==> src/rtl/systolic_pkg.sv <==
// Shared types and sizes for the systolic stream controller.
// SYSTOLIC_CHECKSUM_EN adds a fifth (checksum) result byte.
package systolic_pkg;

  typedef enum logic [1:0] {
    ST_LOAD,
    ST_START,
    ST_RUN,
    ST_DRAIN
  } state_e;

  localparam int IMG_BYTES = 16;
  localparam int FLT_BYTES = 9;
  localparam int OPS_BYTES = IMG_BYTES + FLT_BYTES;

`ifdef SYSTOLIC_CHECKSUM_EN
  localparam int RES_BYTES = 5;
`else
  localparam int RES_BYTES = 4;
`endif

endpackage

==> src/rtl/systolic_result_serializer.sv <==
// Captures the 2x2 array result and streams it out byte by byte.
// SYSTOLIC_CHECKSUM_EN appends the modular sum of the four bytes.
module systolic_result_serializer
  import systolic_pkg::*;
#(
  parameter int DATA_W = 8
) (
  input  logic              clk,
  input  logic              rst,
  input  logic              capture,
  input  logic [DATA_W-1:0] o00,
  input  logic [DATA_W-1:0] o01,
  input  logic [DATA_W-1:0] o10,
  input  logic [DATA_W-1:0] o11,
  input  logic              out_ready,
  output logic              out_valid,
  output logic [DATA_W-1:0] out_data,
  output logic              done
);

  localparam logic [2:0] LAST_RIDX = 3'(RES_BYTES - 1);

  logic [DATA_W-1:0] res_q [RES_BYTES];
  logic [DATA_W-1:0] res_d [RES_BYTES];
  logic [2:0]        ridx_q, ridx_d;
  logic              valid_q, valid_d;
  logic [DATA_W-1:0] data_q, data_d;

  // Capture, then advance one result byte per output handshake.
  always_comb begin
    res_d   = res_q;
    ridx_d  = ridx_q;
    valid_d = valid_q;
    data_d  = data_q;
    done    = 1'b0;
    if (capture) begin
      res_d[0] = o00;
      res_d[1] = o01;
      res_d[2] = o10;
      res_d[3] = o11;
`ifdef SYSTOLIC_CHECKSUM_EN
      res_d[4] = o00 + o01 + o10 + o11;
`endif
      ridx_d  = '0;
      valid_d = 1'b1;
      data_d  = o00;
    end else if (valid_q && out_ready) begin
      if (ridx_q == LAST_RIDX) begin
        done    = 1'b1;
        valid_d = 1'b0;
        ridx_d  = '0;
      end else begin
        ridx_d = ridx_q + 3'd1;
        data_d = res_q[ridx_d];
      end
    end
  end

  // Result and output registers.
  always_ff @(posedge clk or posedge rst) begin
    if (rst) begin
      res_q   <= '{default: '0};
      ridx_q  <= '0;
      valid_q <= 1'b0;
      data_q  <= '0;
    end else begin
      res_q   <= res_d;
      ridx_q  <= ridx_d;
      valid_q <= valid_d;
      data_q  <= data_d;
    end
  end

  assign out_valid = valid_q;
  assign out_data  = data_q;

endmodule

==> src/rtl/systolic_stream_ctrl.sv <==
// Byte-stream loader / result drainer for two_by_two_systolic.
// SYSTOLIC_CHECKSUM_EN (in the serializer) adds a checksum byte.
module systolic_stream_ctrl
  import systolic_pkg::*;
#(
  parameter int DATA_W         = 8,
  parameter int COMPUTE_CYCLES = 16
) (
  input  logic              clk,
  input  logic              rst,
  input  logic              in_valid,
  input  logic [DATA_W-1:0] in_data,
  output logic              in_ready,
  output logic              out_valid,
  output logic [DATA_W-1:0] out_data,
  input  logic              out_ready,
  output logic              arr_rst,
  output logic [DATA_W-1:0] i00, i01, i02, i03,
  output logic [DATA_W-1:0] i10, i11, i12, i13,
  output logic [DATA_W-1:0] i20, i21, i22, i23,
  output logic [DATA_W-1:0] i30, i31, i32, i33,
  output logic [DATA_W-1:0] f00, f01, f02,
  output logic [DATA_W-1:0] f10, f11, f12,
  output logic [DATA_W-1:0] f20, f21, f22,
  input  logic [DATA_W-1:0] o00,
  input  logic [DATA_W-1:0] o01,
  input  logic [DATA_W-1:0] o10,
  input  logic [DATA_W-1:0] o11
);

  localparam logic [4:0] LAST_IDX = 5'(OPS_BYTES - 1);
  localparam logic [7:0] LAST_CNT = 8'(COMPUTE_CYCLES - 1);

  state_e            state_q, state_d;
  logic [4:0]        idx_q, idx_d;
  logic [7:0]        cnt_q, cnt_d;
  logic              in_ready_q, in_ready_d;
  logic              arr_rst_q, arr_rst_d;
  logic [DATA_W-1:0] ops_q [OPS_BYTES];
  logic [DATA_W-1:0] ops_d [OPS_BYTES];
  logic              capture;
  logic              done;

  // Next-state, operand load and run counter.
  always_comb begin
    state_d = state_q;
    idx_d   = idx_q;
    cnt_d   = cnt_q;
    ops_d   = ops_q;
    capture = 1'b0;
    unique case (state_q)
      ST_LOAD: begin
        if (in_valid && in_ready_q) begin
          ops_d[idx_q] = in_data;
          if (idx_q == LAST_IDX) state_d = ST_START;
          else idx_d = idx_q + 5'd1;
        end
      end
      ST_START: begin
        cnt_d   = '0;
        state_d = ST_RUN;
      end
      ST_RUN: begin
        cnt_d = cnt_q + 8'd1;
        if (cnt_q == LAST_CNT) begin
          capture = 1'b1;
          state_d = ST_DRAIN;
        end
      end
      ST_DRAIN: begin
        if (done) begin
          idx_d   = '0;
          state_d = ST_LOAD;
        end
      end
      default: state_d = ST_LOAD;
    endcase
    in_ready_d = (state_d == ST_LOAD);
    arr_rst_d  = (state_d != ST_RUN);
  end

  // State, index, counter and registered control outputs.
  always_ff @(posedge clk or posedge rst) begin
    if (rst) begin
      state_q    <= ST_LOAD;
      idx_q      <= '0;
      cnt_q      <= '0;
      in_ready_q <= 1'b0;
      arr_rst_q  <= 1'b1;
      ops_q      <= '{default: '0};
    end else begin
      state_q    <= state_d;
      idx_q      <= idx_d;
      cnt_q      <= cnt_d;
      in_ready_q <= in_ready_d;
      arr_rst_q  <= arr_rst_d;
      ops_q      <= ops_d;
    end
  end

  systolic_result_serializer #(
    .DATA_W(DATA_W)
  ) u_ser (
    .clk      (clk),
    .rst      (rst),
    .capture  (capture),
    .o00      (o00),
    .o01      (o01),
    .o10      (o10),
    .o11      (o11),
    .out_ready(out_ready),
    .out_valid(out_valid),
    .out_data (out_data),
    .done     (done)
  );

  assign in_ready = in_ready_q;
  assign arr_rst  = arr_rst_q;

  assign i00 = ops_q[0];
  assign i01 = ops_q[1];
  assign i02 = ops_q[2];
  assign i03 = ops_q[3];
  assign i10 = ops_q[4];
  assign i11 = ops_q[5];
  assign i12 = ops_q[6];
  assign i13 = ops_q[7];
  assign i20 = ops_q[8];
  assign i21 = ops_q[9];
  assign i22 = ops_q[10];
  assign i23 = ops_q[11];
  assign i30 = ops_q[12];
  assign i31 = ops_q[13];
  assign i32 = ops_q[14];
  assign i33 = ops_q[15];
  assign f00 = ops_q[16];
  assign f01 = ops_q[17];
  assign f02 = ops_q[18];
  assign f10 = ops_q[19];
  assign f11 = ops_q[20];
  assign f12 = ops_q[21];
  assign f20 = ops_q[22];
  assign f21 = ops_q[23];
  assign f22 = ops_q[24];

endmodule

==> config.mk <==
export PLATFORM = sky130hd
export DESIGN_NAME = systolic_stream_ctrl
export DESIGN_NICKNAME = d
export VERILOG_FILES = /design/src/rtl/systolic_pkg.sv /design/src/rtl/systolic_result_serializer.sv /design/src/rtl/systolic_stream_ctrl.sv
export SDC_FILE = /design/constraint.sdc
export NUM_CORES = 1
export LEC_CHECK = 0
export CAP_MARGIN = 5
export CORE_AREA = 2 2 141 143
export DETAILED_ROUTE_END_ITERATION = 16
export DIE_AREA = 0 0 143 145
export DONT_BUFFER_PORTS = 1
export PLACE_DENSITY = 0.73
export SLEW_MARGIN = 20
export SYNTH_ARGS = -nofsm -noshare
export SYNTH_HDL_FRONTEND = slang
export SYNTH_HIERARCHICAL = 1
export SYNTH_SLANG_ARGS = --single-unit
==> constraint.sdc <==
create_clock -name clk -period 11.9 [get_ports clk]
set_clock_uncertainty 0.2 [all_clocks]
set_input_delay 0.595 -clock clk [delete_from_list [all_inputs] [get_ports clk]]
set_output_delay 0.595 -clock clk [all_outputs]
set_load 0.02 [all_outputs]
; ---- Word-level counts from Yosys, hierarchy flattened
; Index checks and enable logic that the tools add are counted.
[op_classes]
reduce_logical = 13
magnitude_cmp = 3
mux = 30
eq_ne = 11
bitwise = 2
n_addsub = 3
[op_table]
columns = operator, n
row1 = $bwmux 200, 1
row2 = $mux 8, 6
row3 = $demux 8 s5, 1
row4 = $bmux 8 s2, 1
row5 = $pmux 8 s2, 1
row6 = $mux 5, 3
row7 = $ne 2x2->1 const B, 5
row8 = $pmux 5 s2, 1
row9 = $mux 3, 3
row10 = $add 8x1->8 const B, 1
row11 = $eq 8x4->1 const B, 1
row12 = $mux 1, 8
row13 = $mux 2, 4
row14 = $pmux 2 s4, 1
row15 = $reduce_bool 2->1, 4
row16 = $ge 6x6->1 const B, 1
row17 = $lt 6x1->1 const B, 1
row18 = $not 5->6, 1
row19 = $reduce_and 2->1, 3
row20 = $add 5x1->5 const B, 1
row21 = $eq 5x5->1 const B, 1
row22 = $eq 2x2->1 const B, 2
row23 = $ge 4x3->1 const B, 1
row24 = $logic_not 2->1, 2
row25 = other kinds (6), 8
[totals]
in_bits = 44
output_inout_bits = 211
reg_bits = 261

; ---- Longest topological paths before layout
; Gate-level depths: netlist of the first run.
[logic_depth]
ltp_word = 8
depth_mapped = 12
mapped_depth_nobuf = 9

; ---- Hierarchy
; Netlist of the first run, hierarchy kept.
[by_module_without_submodules]
columns = module, cells_per_inst, area_each_um2, instances, seq_area_each_um2
row1 = systolic_stream_ctrl, 565, 9027.4, 1, 5431.5
row2 = systolic_result_serializer, 147, 2008.2, 1, 1101.1

; ---- Least setup slack after synthesis of the first run
; Ideal clock, no wire load.
[synth_timing]
path_type = reg-to-reg
from = register state_q[0]
to = register in_ready_q, in the netlist in_ready
required_time_ns = 11.575
path_buffers = 3
arrival_ns = 2.832
slack_ns = 8.744
stages_incl_launch_ff = 13
setup_time_ns = 0.125
path_cell_list = dfrtp_1 -> inv_1 -> ha_1 -> buf_4 -> or4b_1 -> nor3_4 -> clkbuf_1 -> clkbuf_1 -> nor3_1 -> nand2b_1 -> and2_1 -> nor2b_1 -> mux2_2
[synth_via]
elab_chain_cells = 6
word_cells_on_any_way = 12
classes_between = 3 x eq/ne / 7 x mux / 2 x reduce/logical
[synth_lines]
columns = element, line_no
row1 = from (decl), systolic_stream_ctrl.sv:34  ; state_e state_q, state_d;
row2 = from (signal assigned), systolic_stream_ctrl.sv:92  ; state_q <= state_d;
row3 = $eq 2x2->1, systolic_stream_ctrl.sv:51  ; unique case (state_q)
row4 = $mux 1, systolic_stream_ctrl.sv:51
row5 = named net capture, systolic_stream_ctrl.sv:41  ; logic capture;
row6 = $mux 1, systolic_result_serializer.sv:36  ; if (capture) begin
row7 = named net done, systolic_stream_ctrl.sv:42  ; logic done;
row8 = $mux 2, systolic_stream_ctrl.sv:71  ; if (done) begin
row9 = $pmux 2 s4, systolic_stream_ctrl.sv:51
row10 = $logic_not 2->1, systolic_stream_ctrl.sv:78  ; in_ready_d = (state_d == ST_LOAD);
row11 = named net in_ready_d, systolic_stream_ctrl.sv:37  ; logic in_ready_q, in_ready_d;
row12 = to (signal assigned), systolic_stream_ctrl.sv:95  ; in_ready_q <= in_ready_d;
row13 = to (decl), systolic_stream_ctrl.sv:37
; The timed path passes the listed nets, and every way through them passes these cells.
; A chain may end at the register's enable or synchronous reset.

; ---- Final worst setup path of the first run
[layout_timing]
from = register state_q[0]
to = register arr_rst_q, in the netlist arr_rst
[layout_via]
elab_chain_cells = 6
word_cells_on_any_way = 12
classes_between = 4 x eq/ne / 7 x mux / 1 x reduce/logical
[layout_lines]
columns = element, line_no
row1 = $eq 2x2->1, systolic_stream_ctrl.sv:51
row2 = $mux 1, systolic_stream_ctrl.sv:51
row3 = named net capture, systolic_stream_ctrl.sv:41
row4 = $mux 1, systolic_result_serializer.sv:36
row5 = named net done, systolic_stream_ctrl.sv:42
row6 = $mux 2, systolic_stream_ctrl.sv:71
row7 = $pmux 2 s4, systolic_stream_ctrl.sv:51
row8 = $ne 2x2->1, systolic_stream_ctrl.sv:79  ; arr_rst_d = (state_d != ST_RUN);
row9 = named net arr_rst_d, systolic_stream_ctrl.sv:38  ; logic arr_rst_q, arr_rst_d;
row10 = to (signal assigned), systolic_stream_ctrl.sv:96  ; arr_rst_q <= arr_rst_d;
row11 = to (decl), systolic_stream_ctrl.sv:38
; The timed path passes the listed nets, and every way through them passes these cells.

==> reports/qor.txt, run 1 <==
status - complete, no violations
TritonRoute pass-1 iters - 6
DRC viols - 0
count leader, synth - dfrtp_1
ANT nets after route - 0
share of layout cells above drive strength 1 - 45.3%
clk slew on worst S/H paths - 60 ps
Max Buffers Root-to-Sink - 3
crit end category - flip-flop
buffers added on ports - 0
post-synthesis sequential element count - 261
final setup vio count - 0
grt ovf - 0
Tightest Pin Transition - 979 ps
WP data required - 12,110 ps
Biggest register - u_ser/res_q
max cap viols - 0
Yosys top cell area share - 59.0%
leading area contributor after synthesis - dfrtp_1
H-tree depth - 1
dominant cells by area after synthesis - dfrtp_1 (59%), mux2_2 (25%), nor2_8 (3.8%), ha_1 (1.1%), clkbuf_1 (0.75%)
Syn. warnings - 6
arrival time at the worst endpoint - 3730 ps
distinct cell type count after synthesis - 52
CTS tree - built
Pleak - 6.38 nW
boundary pin count - 255
Crit Path Class - flip-flop to flip-flop
CTS resizes - 0
CTS Buf Count - 27
vias in the first global route - 6,416
DP Area - 11,200 um^2
Initial Util - 57.5%
via count - 6,079
FFs w/ async S/R, synth - 100%
number of synthesized flops with an enable pin - 0
# diodes - 0
pwr dens - 214 nW/um^2
FILL cells - 1,304
sequential-to-total area share from yosys stat - 59.2%
Syn Nets - 766
routed len/inst - 23.9 um
final WL - 24.3 mm
register area - 6530 um^2
HP Class - input port to flip-flop
Slew headroom - 34.7%
Avg Inst Size Synth - 15.5 um^2
Hold Vio Cnt, Final - 0
Synth Cell Area - 11,000 um^2
Pins Over Slew Limit - 0
Total GRT Usage - 23.4%
cts hold-fix bufs - 21
CTS Sinks - 261
Post-synth top cells - dfrtp_1 (260), mux2_2 (249), clkbuf_1 (22), nor2_8 (21), nand2_1 (16)
Core Footprint - 19,200 um^2
Die Span Y - 145 um
Root Buffer - clkbuf_16
Row Count - 51
full die area - 20,700 um^2
worst vdd ir - 0.151 mV
first-pass GRT wire length - 38.1 mm
vias per cell - 6.00
Largest register FFs - 32
fin crit period - 3520 ps
ys flop type - dfrtp_1
gp weighted congestion - 0.786
RSZ-0062 raised after global routing - no
Final Cycle Share - 29.6%
Detail Placement HPWL - 15.9 mm
pin count of the biggest net entering global routing - 138
f_max - 284 MHz
CP startpoint kind - flip-flop
Worst-Skew Late Latency - 530 ps
1st-iter DRT viols - 222
Syn Inst Count - 712
worst-path fanout max - 58
setup TNS - 0 ps
Die W - 143 um
Final Instance Area - 12,500 um^2
area of the multi-input gates - 4260 um^2
Setup Fix Bufs, Post-CTS - 0
synthesis-to-finish area growth - 12.9%
final net count - 783
antenna violations before repair - 1
## path summary, 6_finish.rpt
| check | startpoint | endpoint | slack (ps) | depth (start not counted) |
|---|---|---|---|---|
| setup / recovery | state_q[0] | arr_rst | 8380 | 10 |
| hold / removal | o11[7] | u_ser/res_q[7] | 20 | 1 |
| setup reg to reg | state_q[0] | arr_rst | 8380 | 10 |
| hold reg to reg | u_ser/res_q[20] | u_ser/res_q[20] | 300 | 1 |
| max in group asynchronous | rst | i31[7] | 9290 | 3 |
| min in group asynchronous | rst | u_ser/res_q[2] | 560 | 3 |
## cell usage in the layout (no fill, tap or decap), types with 3 or more instances in the layout
cell type | Yosys | layout
nor2_1 | 9 | 9
a211oi_1 | 8 | 8
clkbuf_16 | 0 | 27
clkbuf_8 | 0 | 3
buf_4 | 4 | 3
or3_1 | 3 | 3
a21o_1 | 4 | 4
bufinv_16 | 0 | 9
dfrtp_1 | 260 | 260
a31oi_1 | 3 | 3
nor2_4 | 3 | 3
a21oi_1 | 12 | 12
mux2_2 | 249 | 249
nor2_8 | 21 | 21
nand2b_1 | 4 | 4
dlygate4sd3_1 | 0 | 21
nand2_1 | 16 | 16
nand2_8 | 3 | 3
a222oi_1 | 8 | 8
nand3_1 | 6 | 6
inv_1 | 10 | 9
ha_1 | 10 | 10
o21ai_0 | 9 | 9
nor3_1 | 4 | 4
clkinv_2 | 0 | 6
## stage by stage
stage	instances	power (mW)	utilization [%]	hold slack, ps	worst slack [ps]
6_report	1014	2.66	64.9	15.8	8380
5_1_grt	1014	2.78	64.9	2.03	8120
4_1_cts	1014	2.68	64.9	0.130	8420
3_5_place_dp	944	1.70	58.3	292	8470
3_3_place_gp	944	1.67	58.3	285	8660
2_1_floorplan	712	1.63	-	275	5170
## final cells by class
type	instances	area share, %
Tap cell	265	2.66
Clock buffer	30	5.75
Sequential cell	261	52.4
Clock inverter	19	2.70
Inverter	10	0.362
Timing Repair Buffer	24	1.87
Multi-Input combinational cell	405	34.2
## worst max-delay path: stages, from the launching register on
cell and delay (ps):
dfrtp_1 430, inv_1 170, ha_1 330, or4b_1 510, nor3_4 130, buf_4 540, nor3_1 130, nand2b_1 200
and2_1 210, o41ai_1 380, a22oi_1 150
## where the power goes
| part | internal, mW | switching, mW | leakage, nW |
|---|---|---|---|
| Sequential | 1.01 | 0.229 | 3.50 |
| Clock | 0.630 | 0.347 | 0.519 |
| Combinational | 0.203 | 0.247 | 2.36 |
| Total | 1.84 | 0.824 | 6.38 |
## kinds of logic (layout without fill, tap and decap cells)
logic type / Yosys count / in the layout / synth area share, %
XOR/XNOR: 1 / 1 / 0.0794
adder cells (fa/ha/maj): 10 / 10 / 1.13
buffers and inverters: 46 / 83 / 2.17
multiplexers: 252 / 252 / 25.7
AO/OA/AOI/OAI: 52 / 52 / 3.29
AND/OR/NAND/NOR: 90 / 90 / 8.41
flip-flops: 261 / 261 / 59.2
## metal layers
metal / wire (um) / vias up / global-route usage (%)
met5: 11 / - / 0
met4: 650 / 2 / 7.18
met3: 2530 / 46 / 9.04
met2: 12000 / 264 / 38.2
met1: 9130 / 3192 / 28.7
li1: - / 2575 / -
No activity file was read; power rests on OpenSTA's default activity.
==> run 2: changes to the inputs <==
--- a/config.mk
+++ b/config.mk
@@ -6,11 +6,11 @@
 export NUM_CORES = 1
 export LEC_CHECK = 0
 export CAP_MARGIN = 5
-export CORE_AREA = 2 2 141 143
+export CORE_AREA = 2 2 143 145
 export DETAILED_ROUTE_END_ITERATION = 16
-export DIE_AREA = 0 0 143 145
+export DIE_AREA = 0 0 145 147
 export DONT_BUFFER_PORTS = 1
-export PLACE_DENSITY = 0.73
+export PLACE_DENSITY = 0.74
 export SLEW_MARGIN = 20
 export SYNTH_ARGS = -nofsm -noshare
 export SYNTH_HDL_FRONTEND = slang
==> constraint.sdc (replaced) <==
create_clock -name clk -period 3.2 [get_ports clk]
set_clock_uncertainty 0.2 [all_clocks]
set_input_delay 0.16 -clock clk [delete_from_list [all_inputs] [get_ports clk]]
set_output_delay 0.16 -clock clk [all_outputs]
set_load 0.02 [all_outputs]
==> reports/qor.txt, run 2 (synthesis gave the netlist of run 1 again) <==
H-tree depth - 1 (unchanged)
Crit Path Class - flip-flop to flip-flop
fin crit period - 2950 ps (-576 ps)
reg-to-reg startpoint - state_q[0]
busiest grt layer - met2
Max Buffers Root-to-Sink - 3 (unchanged)
Detail Placement HPWL - 16.7 mm (+4.7%)
antenna violations before repair - 1 (unchanged)
Slew headroom - 29.4% (-5.3 points)
first-pass GRT wire length - 39.6 mm (+4.2%)
final WL - 25.4 mm (+4.6%)
RSZ-0062 raised after global routing - no
max incr delay on CP - 570 ps (+30 ps)
CP Cell Sequence - inv_1, ha_1, inv_1, nor3_4, mux2_2, dlygate4sd3_1
Die Span Y - 147 um (+1.4%)
commonest non-fill, non-tap cell in the layout - dfrtp_1
CTS tree - built
Buf/Inv on CP - 3 (+1)
DP Area - 11,300 um^2 (+0.60%)
pwr dens - 742 nW/um^2 (+250%)
Root Buffer - clkbuf_16
Row Count - 52 (+2.0%)
Worst-Skew Late Latency - 530 ps (about the same)
grt ovf - 0 (unchanged)
Total GRT Usage - 23.7% (+0.35 points)
gp weighted congestion - 0.838 (+6.5%)
Largest register FFs - 32 (unchanged)
HP Class - input port to flip-flop
min-delay src - in_valid
status - complete, no violations
via count - 6,129 (+0.82%)
placed insts - 951 (+0.74%)
crit path from - state_q[0]
dpl ws - 264 ps (-8200 ps)
CP top delay family - buffers and inverters
final setup vio count - 0 (unchanged)
register area - 6530 um^2 (unchanged)
worst setup margin - 254 ps (-8120 ps)
Die W - 145 um (+1.4%)
vias per cell - 5.87 (-2.2%)
Most common cell on crit path - inv_1
CP startpoint kind - flip-flop
routed len/inst - 24.3 um (+1.5%)
TritonRoute pass-1 iters - 4 (-2)
setup TNS - 0 ps (unchanged)
most frequent cells in the layout - dfrtp_1 (260), mux2_2 (249), dlygate4sd3_1 (40)
Pins Over Slew Limit - 0 (unchanged)
Final Cycle Share - 92.1% (+62 points)
WP data required - 3410 ps (-8700 ps)
non-filler instance count after layout - 1,045 (+3.1%)
vias in the first global route - 6,730 (+4.9%)
CTS Buf Count - 26 (-3.7%)
Core Footprint - 19,800 um^2 (+3.3%)
worst vdd ir - 0.518 mV (+240%)
Core Util, Final - 63.4% (-1.4 points)
slowest stage cell, crit path - dlygate4sd3_1
Hold Vio Cnt, Final - 0 (unchanged)
area of the multi-input gates - 4270 um^2 (about the same)
worst-path fanout max - 8 (-86%)
clk slew on worst S/H paths - 60 ps (about the same)
pin count of the biggest net entering global routing - 67 (-51%)
max cap viols - 0 (unchanged)
final net count - 811 (+3.6%)
Final Instance Area - 12,600 um^2 (+1.0%)
share of layout cells above drive strength 1 - 44.2% (-1.1 points)
arrival time at the worst endpoint - 3150 ps (-580 ps)
f_max - 339 MHz (+20%)
Tightest Pin Transition - 1050 ps (+75.4 ps)
CTS Sinks - 261 (unchanged)
Initial Util - 55.6% (-1.8 points)
boundary pin count - 255 (unchanged)
met2 Use GR - 39.5% (+1.3 points)
Setup Fix Bufs, Post-CTS - 0 (unchanged)
Pleak - 6.42 nW (+0.62%)
full die area - 21,300 um^2 (+2.8%)
Biggest register - u_ser/res_q
ANT nets after route - 0 (unchanged)
met1 usage - 29.7% (+0.93 points)
1st-iter DRT viols - 257 (+16%)
DRC viols - 0 (unchanged)
crit end category - flip-flop
synthesis-to-finish area growth - 14.0%
FILL cells - 1,392 (+6.7%)
buffers added on ports - 0 (unchanged)
met3 Use GR - 8.60% (-0.44 points)
==> run 2: through the flow <==
| step | power [mW] | hold slack (ps) |
|---|---|---|
| 6_report | 9.34 | 71.9 |
| 5_1_grt | 9.77 | 91.6 |
| 4_1_cts | 9.40 | 60.3 |
| 3_5_place_dp | 6.32 | 19.2 |
| 3_3_place_gp | 6.19 | 12.4 |
| 2_1_floorplan | 6.06 | 112 |
==> run 2: metal layers <==
layer | vias to the layer above | routed length (um) | part of all wire [%]
met5 | - | 0 | 0
met3 | 37 | 2530 | 10
li1 | 2637 | - | -
met4 | 0 | 566 | 2.2
met2 | 271 | 12400 | 49
met1 | 3184 | 9930 | 39
==> run 2: final timing paths <==
check	to	slack [ps]	cells past startpoint
worst max-delay path	f22[1]	250	6
worst min-delay path	idx_q[3]	70	3
worst max register to register	f22[1]	250	6
worst min register to register	u_ser/res_q[20]	310	1
max in group asynchronous	i12[1]	1480	5
min in group asynchronous	state_q[1]	490	3
==> run 2: report_power, final <==
part / switching, mW / total (mW) / internal (mW)
registers: 0.854 / 4.59 / 3.74
logic: 0.994 / 1.78 / 0.788
clock network: 1.23 / 2.97 / 1.74
==> run 2: area by class of cell <==
| class | count | area share (%) |
|---|---|---|
| clock buffers | 37 | 6.05 |
| well taps | 270 | 2.68 |
| repair buffers | 53 | 4.43 |
| flip-flops and latches | 261 | 51.9 |
| diodes | 1 | 0.0199 |
| multi-input cells | 405 | 33.9 |
| inverters | 10 | 0.328 |
| clock inverters | 8 | 0.676 |
==> run 2: what timing repair did <==
item | in CTS | in global routing
resized for setup | 0 | 1
hold endpoints to repair | 335 | 8
setup endpoints to repair | 0 | 1
hold buffers | 46 | 1
==> run 2: worst reg2reg max path: cells and delay by family (launching register included) <==
kind                     cells  cell delay, ps
multiplexers                 1             430
AND/OR/NAND/NOR              1             560
buffers and inverters        3             890
adder cells (fa/ha/maj)      1             320
flip-flops                   1             440
